[src/rtl/cache_mem_arbiter_pkg.sv]
// Shared types and codes for the cache-to-memory arbiter: FSM states,
// access-type codes, captured write command and beat address helper.
package cache_mem_arbiter_pkg;

    localparam int unsigned ADDR_W          = 32;
    localparam int unsigned WORD_W          = 32;
    localparam int unsigned LINE_WORDS      = 4;
    localparam int unsigned LINE_W          = WORD_W * LINE_WORDS;
    localparam int unsigned BEAT_W          = 2;
    localparam int unsigned OFFSET_W        = 4;
    localparam int unsigned LINE_ADDR_W     = ADDR_W - OFFSET_W;
    localparam int unsigned CACHE_TYPE_BITS = 2;

    typedef logic [CACHE_TYPE_BITS-1:0] cache_type_t;

    localparam cache_type_t CACHE_NONE = 2'd0;
    localparam cache_type_t CACHE_BYTE = 2'd1;
    localparam cache_type_t CACHE_HALF = 2'd2;
    localparam cache_type_t CACHE_WORD = 2'd3;

    typedef enum logic [2:0] {
        ST_IDLE,
        ST_RD_BURST,
        ST_WR_SINGLE,
        ST_RD_DONE,
        ST_WR_DONE
    } state_t;

    typedef enum logic {
        GRANT_RD,
        GRANT_WR
    } grant_t;

    typedef struct packed {
        logic [ADDR_W-1:0] addr;
        logic [WORD_W-1:0] data;
        cache_type_t       typ;
    } wr_cmd_t;

    // Word-aligned address of beat `beat` within the captured line.
    function automatic logic [ADDR_W-1:0] beat_addr(
        input logic [LINE_ADDR_W-1:0] line_addr,
        input logic [BEAT_W-1:0]      beat
    );
        return {line_addr, beat, 2'b00};
    endfunction

endpackage

[src/rtl/cache_mem_arbiter.sv]
// Two-way arbiter between the line-refill reader and the write-through writer
// sharing one memory port; reads are 4-beat bursts, writes are single beats.
module cache_mem_arbiter
    import cache_mem_arbiter_pkg::*;
(
    input  logic                       clk,
    input  logic                       rst,

    input  logic                       rd_req,
    input  logic [ADDR_W-1:0]          rd_addr,
    output logic                       rd_wait,
    output logic [LINE_W-1:0]          rd_line,

    input  logic                       wr_req,
    input  logic [ADDR_W-1:0]          wr_addr,
    input  logic [WORD_W-1:0]          wr_in,
    input  logic [CACHE_TYPE_BITS-1:0] wr_type,
    output logic                       wr_wait,

    output logic                       D_req,
    output logic                       D_write,
    output logic [ADDR_W-1:0]          D_addr,
    output logic [WORD_W-1:0]          D_in,
    output logic [CACHE_TYPE_BITS-1:0] D_type,
    input  logic                       D_wait,
    input  logic [WORD_W-1:0]          D_out
);

    state_t                 state_q;
    state_t                 state_d;
    logic [BEAT_W-1:0]      cnt_q;
    grant_t                 last_grant_q;
    logic [LINE_ADDR_W-1:0] rd_base_q;
    wr_cmd_t                wr_cmd_q;
    logic [LINE_W-1:0]      rd_line_q;

    logic grant_rd_c;
    logic grant_wr_c;
    logic beat_done_c;
    logic unused_offset_bits;

    assign unused_offset_bits = ^rd_addr[OFFSET_W-1:0];

    // On a tie the side that did not win last time is granted.
    assign grant_rd_c  = rd_req & (~wr_req | (last_grant_q == GRANT_WR));
    assign grant_wr_c  = wr_req & ~grant_rd_c;
    assign beat_done_c = ~D_wait;

    always_ff @(posedge clk) begin
        if (rst) begin
            state_q <= ST_IDLE;
        end else begin
            state_q <= state_d;
        end
    end

    always_comb begin
        state_d = state_q;
        case (state_q)
            ST_IDLE: begin
                if (grant_rd_c) begin
                    state_d = ST_RD_BURST;
                end else if (grant_wr_c) begin
                    state_d = ST_WR_SINGLE;
                end
            end
            ST_RD_BURST: begin
                if (beat_done_c && (cnt_q == BEAT_W'(LINE_WORDS - 1))) begin
                    state_d = ST_RD_DONE;
                end
            end
            ST_WR_SINGLE: begin
                if (beat_done_c) begin
                    state_d = ST_WR_DONE;
                end
            end
            ST_RD_DONE:   state_d = ST_IDLE;
            ST_WR_DONE:   state_d = ST_IDLE;
            default:      state_d = ST_IDLE;
        endcase
    end

    // Memory-port drive decoded from the current state only.
    always_comb begin
        D_req   = 1'b0;
        D_write = 1'b0;
        D_addr  = '0;
        D_in    = '0;
        D_type  = CACHE_NONE;
        case (state_q)
            ST_RD_BURST: begin
                D_req  = 1'b1;
                D_type = CACHE_WORD;
                D_addr = beat_addr(rd_base_q, cnt_q);
            end
            ST_WR_SINGLE: begin
                D_req   = 1'b1;
                D_write = 1'b1;
                D_addr  = wr_cmd_q.addr;
                D_in    = wr_cmd_q.data;
                D_type  = wr_cmd_q.typ;
            end
            default: begin
            end
        endcase
    end

    // A requester sees its wait drop only in its own done cycle.
    assign rd_wait = rd_req & (state_q != ST_RD_DONE);
    assign wr_wait = wr_req & (state_q != ST_WR_DONE);
    assign rd_line = rd_line_q;

    always_ff @(posedge clk) begin
        if (rst) begin
            cnt_q        <= '0;
            last_grant_q <= GRANT_WR;
            rd_base_q    <= '0;
            wr_cmd_q     <= '0;
            rd_line_q    <= '0;
        end else begin
            if (state_q == ST_IDLE && grant_rd_c) begin
                rd_base_q    <= rd_addr[ADDR_W-1:OFFSET_W];
                cnt_q        <= '0;
                last_grant_q <= GRANT_RD;
            end else if (state_q == ST_IDLE && grant_wr_c) begin
                wr_cmd_q     <= '{addr: wr_addr, data: wr_in, typ: wr_type};
                last_grant_q <= GRANT_WR;
            end
            if (state_q == ST_RD_BURST && beat_done_c) begin
                rd_line_q[{cnt_q, 5'd0} +: WORD_W] <= D_out;
                cnt_q <= cnt_q + BEAT_W'(1);
            end
        end
    end

endmodule

[config.mk]
export PLATFORM = sky130hd
export DESIGN_NAME = cache_mem_arbiter
export DESIGN_NICKNAME = d
export VERILOG_FILES = /design/src/rtl/cache_mem_arbiter_pkg.sv /design/src/rtl/cache_mem_arbiter.sv
export SDC_FILE = /design/constraint.sdc
export NUM_CORES = 1
export LEC_CHECK = 0
export ABC_AREA = 0
export BUFFER_PORTS_ARGS = -buffer_cell sky130_fd_sc_hd__buf_2
export CORE_UTILIZATION = 45
export CTS_BUF_LIST = sky130_fd_sc_hd__clkbuf_4 sky130_fd_sc_hd__clkbuf_8
export CTS_CLUSTER_DIAMETER = 60
export DETAILED_ROUTE_END_ITERATION = 12
export PLACE_DENSITY_LB_ADDON = 0.3
export SKIP_CTS_REPAIR_TIMING = 1
export SYNTH_ARGS = -nofsm -noshare
export SYNTH_HDL_FRONTEND = slang
export SYNTH_SLANG_ARGS = --single-unit
[constraint.sdc]
create_clock -name clk -period 2 [get_ports clk]
set_input_delay 0.2 -clock clk [delete_from_list [all_inputs] [get_ports clk]]
set_output_delay 0.2 -clock clk [all_outputs]
set_load 0.01 [all_outputs]
==> run metrics, run 1 <==
final hold vios 1; Least-Margin Pin Slew 841 ps; Min Hold Slack -6.21 ps; syn nets 1255; NumNets Final 1693; I/O Pins 333; CTS H-Tree Depth 2; area of the mapped netlist 8920 um^2; Synth top area share 51.1%; Max Buffers Root-to-Sink 3; Worst VDD drop 0.811 mV; Vias 9785; share of cells above drive strength 1 29.4%; hold path cells 3; Setup crit start kind flip-flop; via/cell ratio 5.30; Worst Setup Path Type reg -> out; Final ANT Viol Nets 0; DRC viols 0; final setup margin -83.8 ps; Reg2Reg Depth 8; placer congestion estimate 0.825; core area 19500 um^2; wire per inst 16.5 um; first-pass GRT wire length 41600 um; Synth area leader dfxtp_1; largest net degree at the start of global routing 158; setup violators final 20; die height 143 um; Die Footprint 20400 um^2; ys flop type dfxtp_1; 1st-pass router iterations 5; crit-path max FO 8; Crit path required time 1800 ps; max cap viols 0; Post-synth EDFFs 0; hold wc startpoint D_out[26]; CP startpoint state_q[1]$_SDFFE_PP0P_; Worst EP arrival 1880 ps; die width 143 um; Root Driver clkbuf_8; Final min period 2080 ps; status finished, violations left; Fmax 480 MHz; Final Util 67.5%; vias in the first global route 8118; syn avg cell area 8.00 um^2; Synth Instances 1115; max_slew headroom 43.9%; Post-Place Setup Slack 135 ps; Clk pin slew, worst setup/hold paths 60 ps; hpwl dp 17400 um; asr flop ratio synth 0%; # rows 51; most numerous cell in the Yosys netlist nand2_1; hold crit path type in -> reg; I/O Buffers 328; GRT Overall Usage 25.6%; Congestion Overflow GR 0; clk sinks 228; sequential share of the synthesized area 51.1%; Synth Register Bits 228; clk_skew 11.1 ps; Area growth, synth to finish 47.3%; power per cell area 801 nW/um^2; RSZ-0062 raised after global routing true; initial antenna violation count 2; CTS tree yes; total power 0.0105 W; Initial Util 45.9%; clk_lat worst skew 520 ps; Synth Warn # 0; DR iter-0 viols 609; Num CTS Buffers 38; Synth top cells by count 325 x nand2_1, 228 x dfxtp_1, 225 x a21oi_1; top cells by area, synth dfxtp_1 51%, nand2_1 14%, a21oi_1 13%; Setup crit end kind output port; post-synth cell types 35; fin crit share 104%; violated checks negative hold slack, negative setup slack; Reg2Reg Launch Point state_q[0]$_SDFFE_PP0P_; Detailed Route WL 30400 um; Final Max Slew Viols 0; leak pwr 5.61 nW
## worst max-delay path: stages, from the launching register on
cell	delay (ps)
dfxtp_4	360
buf_6	120
nor3b_4	240
buf_6	170
buf_6	150
a22o_1	170
buf_2	160
## worst paths after layout
check | endpoint | slack [ps]
setup / recovery | D_addr[10] | -80
hold / removal | rd_line[58]$_SDFFE_PP0P_ | -6
setup reg to reg | wr_cmd_q[27]$_SDFFE_PP0P_ | 70
hold reg to reg | rd_line[9]$_SDFFE_PP0P_ | 450
## placed cells by master, fill, tap and decap left out, types with 3 or more instances in the layout
master,Yosys,layout
nand2_1,325,325
buf_2,22,320
a21oi_1,225,225
dfxtp_1,228,225
dlygate4sd3_1,0,123
nand3_1,66,65
nand4_1,64,64
clkbuf_8,0,48
and2_1,36,36
buf_4,8,34
a22o_1,30,30
clkbuf_4,0,13
buf_6,5,12
buf_12,0,10
clkinv_2,0,4
inv_1,4,3
nor3_2,1,3
ha_1,5,3
dfxtp_4,0,3
## layout make-up
type,count,area [um^2]
repair buffers,503,3500
inverters,4,18.8
flip-flops and latches,228,4580
well taps,265,332
clock inverters,5,27.5
multi-input cells,778,3930
diodes,2,5.00
fillers,1567,6320
clock buffers,61,758
## flip-flops by register name, indices dropped and copies added (netlist names)
signal,flops
cnt_q,2
last_grant_q,1
rd_base_q,28
rd_line,128
state_q,3
wr_cmd_q,66
## routing by layer
layer / global-route usage, % / wire, um / vias up
met2: 42.2 / 14800 / 465
met4: 12.1 / 1250 / 0
met1: 31.2 / 12000 / 4531
li1: - / - / 4687
met5: 0 / 0 / -
met3: 6.57 / 2340 / 102
## per-stage QoR
stage | setup TNS, ps | cells | hold WS, ps | instance area, um^2
after floorplan | 0 | 1115 | 276 | 8920
after global placement | 0 | 1641 | 434 | 10900
after detailed placement | 0 | 1641 | 440 | 10900
after CTS | -13370 | 1707 | -117 | 11700
after global routing | -2470 | 1846 | 1.21 | 13100
final | -404 | 1846 | -6.21 | 13100
## kinds of logic (layout without fill, tap and decap cells)
logic type | Yosys count | count (layout) | synth area share (%)
AO/OA/AOI/OAI | 263 | 263 | 16.3
adder cells (fa/ha/maj) | 5 | 5 | 0.701
buffers and inverters | 109 | 573 | 5.65
flip-flops | 228 | 228 | 51.1
other | 0 | 2 | 0
AND/OR/NAND/NOR | 510 | 510 | 26.2
## report_power, final
part / total, W / switching [W] / leakage, nW / internal (W)
logic: 0.00149 / 0.000834 / 3.34 / 0.000660
clock network: 0.00422 / 0.00183 / 0.421 / 0.00239
registers: 0.00481 / 0.0000908 / 1.85 / 0.00472
Note: power is estimated with default switching activity, not from simulation.
==> inputs of run 2 (changes only) <==
--- a/config.mk
+++ b/config.mk
@@ -12,5 +12,5 @@
 export CTS_CLUSTER_DIAMETER = 60
 export DETAILED_ROUTE_END_ITERATION = 12
-export PLACE_DENSITY_LB_ADDON = 0.3
+export PLACE_DENSITY_LB_ADDON = 0.08
 export SKIP_CTS_REPAIR_TIMING = 1
 export SYNTH_ARGS = -nofsm -noshare
==> constraint.sdc (replaced) <==
create_clock -name clk -period 2 [get_ports clk]
set_input_delay 0.3 -clock clk [delete_from_list [all_inputs] [get_ports clk]]
set_output_delay 0.3 -clock clk [all_outputs]
set_load 0.01 [all_outputs]
==> run 2 against run 1 <==
Compared with the run above:
- the run ends with negative setup slack left
- highest routed layer unchanged
- clock skew is 7.3 ps higher
- sequential cell count stayed put
- non-clock buffer count is 108 lower
- final cell count is 6.0% lower
- largest cell class unchanged
- global-route usage is 0.20 points higher
- total power is 1.2% lower
- wire length is 6.2% lower
- via count is 7.4% lower
- first-iteration DRC count is 16% lower
==> run metrics, run 2 (synthesized netlist as in run 1, its figures left out) <==
status finished, violations left; violated checks negative setup slack; Setup crit start kind flip-flop; hold path cells 3 (unchanged); dpl cells 1645 (+0.24%); Hold EP wr_cmd_q[55]$_SDFFE_PP0P_; final hold vios 0 (-1); power per cell area 853 nW/um^2 (+6.6%); Min Hold Slack 9.78 ps (+16.0 ps); DR iter-0 viols 509 (-16%); share of cells above drive strength 1 32.5% (+3.1 points); most frequent cells in the layout 324 x nand2_1, 313 x buf_2, 225 x dfxtp_1, 221 x a21oi_1, 65 x nand3_1; setup violators final 67 (+240%); Detailed Route WL 28500 um (-6.2%); commonest non-fill, non-tap cell in the layout nand2_1; Num CTS Buffers 40 (+5.3%); hpwl dp 17700 um (+1.6%); Switch Pwr 0.00273 W (-1.0%); Clk pin slew, worst setup/hold paths 60 ps (about the same); final setup margin -118 ps (-33.8 ps); # rows 51 (unchanged); CP startpoint state_q[0]$_SDFFE_PP0P_; internal reg-to-reg setup slack 80 ps (about the same); combinational power share 13.2% (-1.0 points); NumNets Final 1587 (-6.3%); Reg2Reg Launch Point state_q[0]$_SDFFE_PP0P_; CTS tree yes; max cap viols 0 (unchanged); clk_skew 18.4 ps (+7.28 ps); via/cell ratio 5.22 (-1.6%); fin crit share 106% (+1.7 points); core area 19500 um^2 (unchanged); vias in the first global route 7869 (-3.1%); non-filler cells, final 1736 (-6.0%); placer congestion estimate 0.774 (-6.1%); Initial Util 45.9% (unchanged); Final Max Slew Viols 0 (unchanged); Vias 9057 (-7.4%); Switching Fraction 26.2% (+0.062 points); Setup crit end kind output port; initial antenna violation count 2 (unchanged); max_slew headroom 66.3% (+22 points); I/O Buffers 328 (unchanged); Reg2Reg Depth 8 (unchanged); Pint 0.00767 W (-1.3%); Final min period 2120 ps (+33.8 ps); die width 143 um (unchanged); CTS H-Tree Depth 2 (unchanged); Worst VDD drop 0.656 mV (-19%); RSZ-0062 raised after global routing true; worst path cell trace buf_6 -> nor3b_4 -> buf_6 -> clkbuf_16 -> a22o_1 -> buf_2; crit-path max FO 12 (+4); cell repeated most along the worst path buf_6; Root Driver clkbuf_8; max incr delay on CP 350 ps (about the same); FF-to-FF End wr_cmd_q[0]$_SDFFE_PP0P_; I/O Pins 333 (unchanged); 1st-pass router iterations 5 (unchanged); hold wc startpoint wr_addr[21]; number of flip-flops in the largest register 128 (unchanged); largest net degree at the start of global routing 68 (-57%); die height 143 um (unchanged); Fmax 472 MHz (-1.6%); hold crit path type in -> reg; wire per inst 16.4 um (-0.26%); clock share of power 40.6% (+0.5 points); CP delay by family, top buffers and inverters; leak pwr 5.20 nW (-7.3%); Worst EP arrival 1820 ps (-60 ps); Bufs and invs on worst path 4 (unchanged); Crit path required time 1700 ps (-100 ps); Max Buffers Root-to-Sink 3 (unchanged); Least-Margin Pin Slew 505 ps (-336 ps); Sequential Power Share 46.2% (+0.5 points); Congestion Overflow GR 0 (unchanged); first-pass GRT wire length 41800 um (+0.46%); Area growth, synth to finish 36.5%; Worst Setup Path Type reg -> out; clk sinks 228 (unchanged); Slowest-stage cell, CP dfxtp_4; Die Footprint 20400 um^2 (unchanged); GRT Overall Usage 25.8% (+0.20 points); DRC viols 0 (unchanged); clk_lat worst skew 520 ps (about the same); Final ANT Viol Nets 0 (unchanged)
-- run 2: changes by cell type in the layout (fill, tap and decap cells not counted), sizes merged --
| cell | previous run | this run |
|---|---|---|
| inv | 3 | 4 |
| clkbuf | 63 | 65 |
| clkinvlp | 2 | 1 |
| dlygate4sd3 | 123 | 5 |
| buf | 378 | 385 |
| diode | 2 | 1 |
-- run 2: power by group through the flow --
stage                     clock, W  sequential, W  combinational (W)
after floorplan                  0        0.00490           0.000666
after global placement           0        0.00489            0.00116
after detailed placement         0        0.00490            0.00117
after CTS                  0.00431        0.00480            0.00118
after global routing       0.00453        0.00482            0.00149
final                      0.00422        0.00480            0.00137
-- run 2: stage by stage --
step	worst slack, ps	instance area [um^2]	power, W	TNS [ps]	util [%]
finish	-118	12200	0.0104	-4820	62.6
global route	-187	12200	0.0108	-10150	62.6
CTS	-234	11700	0.0103	-12970	60.1
detailed placement	205	10900	0.00607	0	56.1
global placement	231	10900	0.00606	0	56.1
floorplan	88.3	8920	0.00556	0	-
-- run 2: worst min-delay path, stage by stage --
cell	delay [ps]
buf_2	90
nand2_1	40
a21oi_1	50
-- run 2: area by class of cell --
| class | count | area (um^2) |
|---|---|---|
| Fill cell | 1800 | 7280 |
| Sequential cell | 228 | 4580 |
| Multi-Input combinational cell | 778 | 3940 |
| Timing Repair Buffer | 395 | 2540 |
| Clock buffer | 60 | 751 |
| Tap cell | 265 | 332 |
| Clock inverter | 5 | 27.5 |
| Inverter | 4 | 15.0 |
| Antenna cell | 1 | 2.50 |
-- run 2: worst max-delay path by stage --
stage                                to  slack (ps)  depth (start not counted)
2_1_floorplan  rd_line[10]$_SDFFE_PP0P_          90                          6
3_3_place_gp   rd_line[17]$_SDFFE_PP0P_         230                          7
3_5_place_dp   rd_line[17]$_SDFFE_PP0P_         200                          7
4_1_cts                      D_addr[27]        -230                          4
5_1_grt                      D_addr[15]        -190                          6
6_report                     D_addr[14]        -120                          6
-- run 2: metal layers --
metal	wire length (um)	share of wire, %	GRT usage [%]
met5	0	0	0
met2	13200	46	41.3
met3	2380	8.4	7.34
met1	12200	43	33.2
met4	756	2.6	8.77
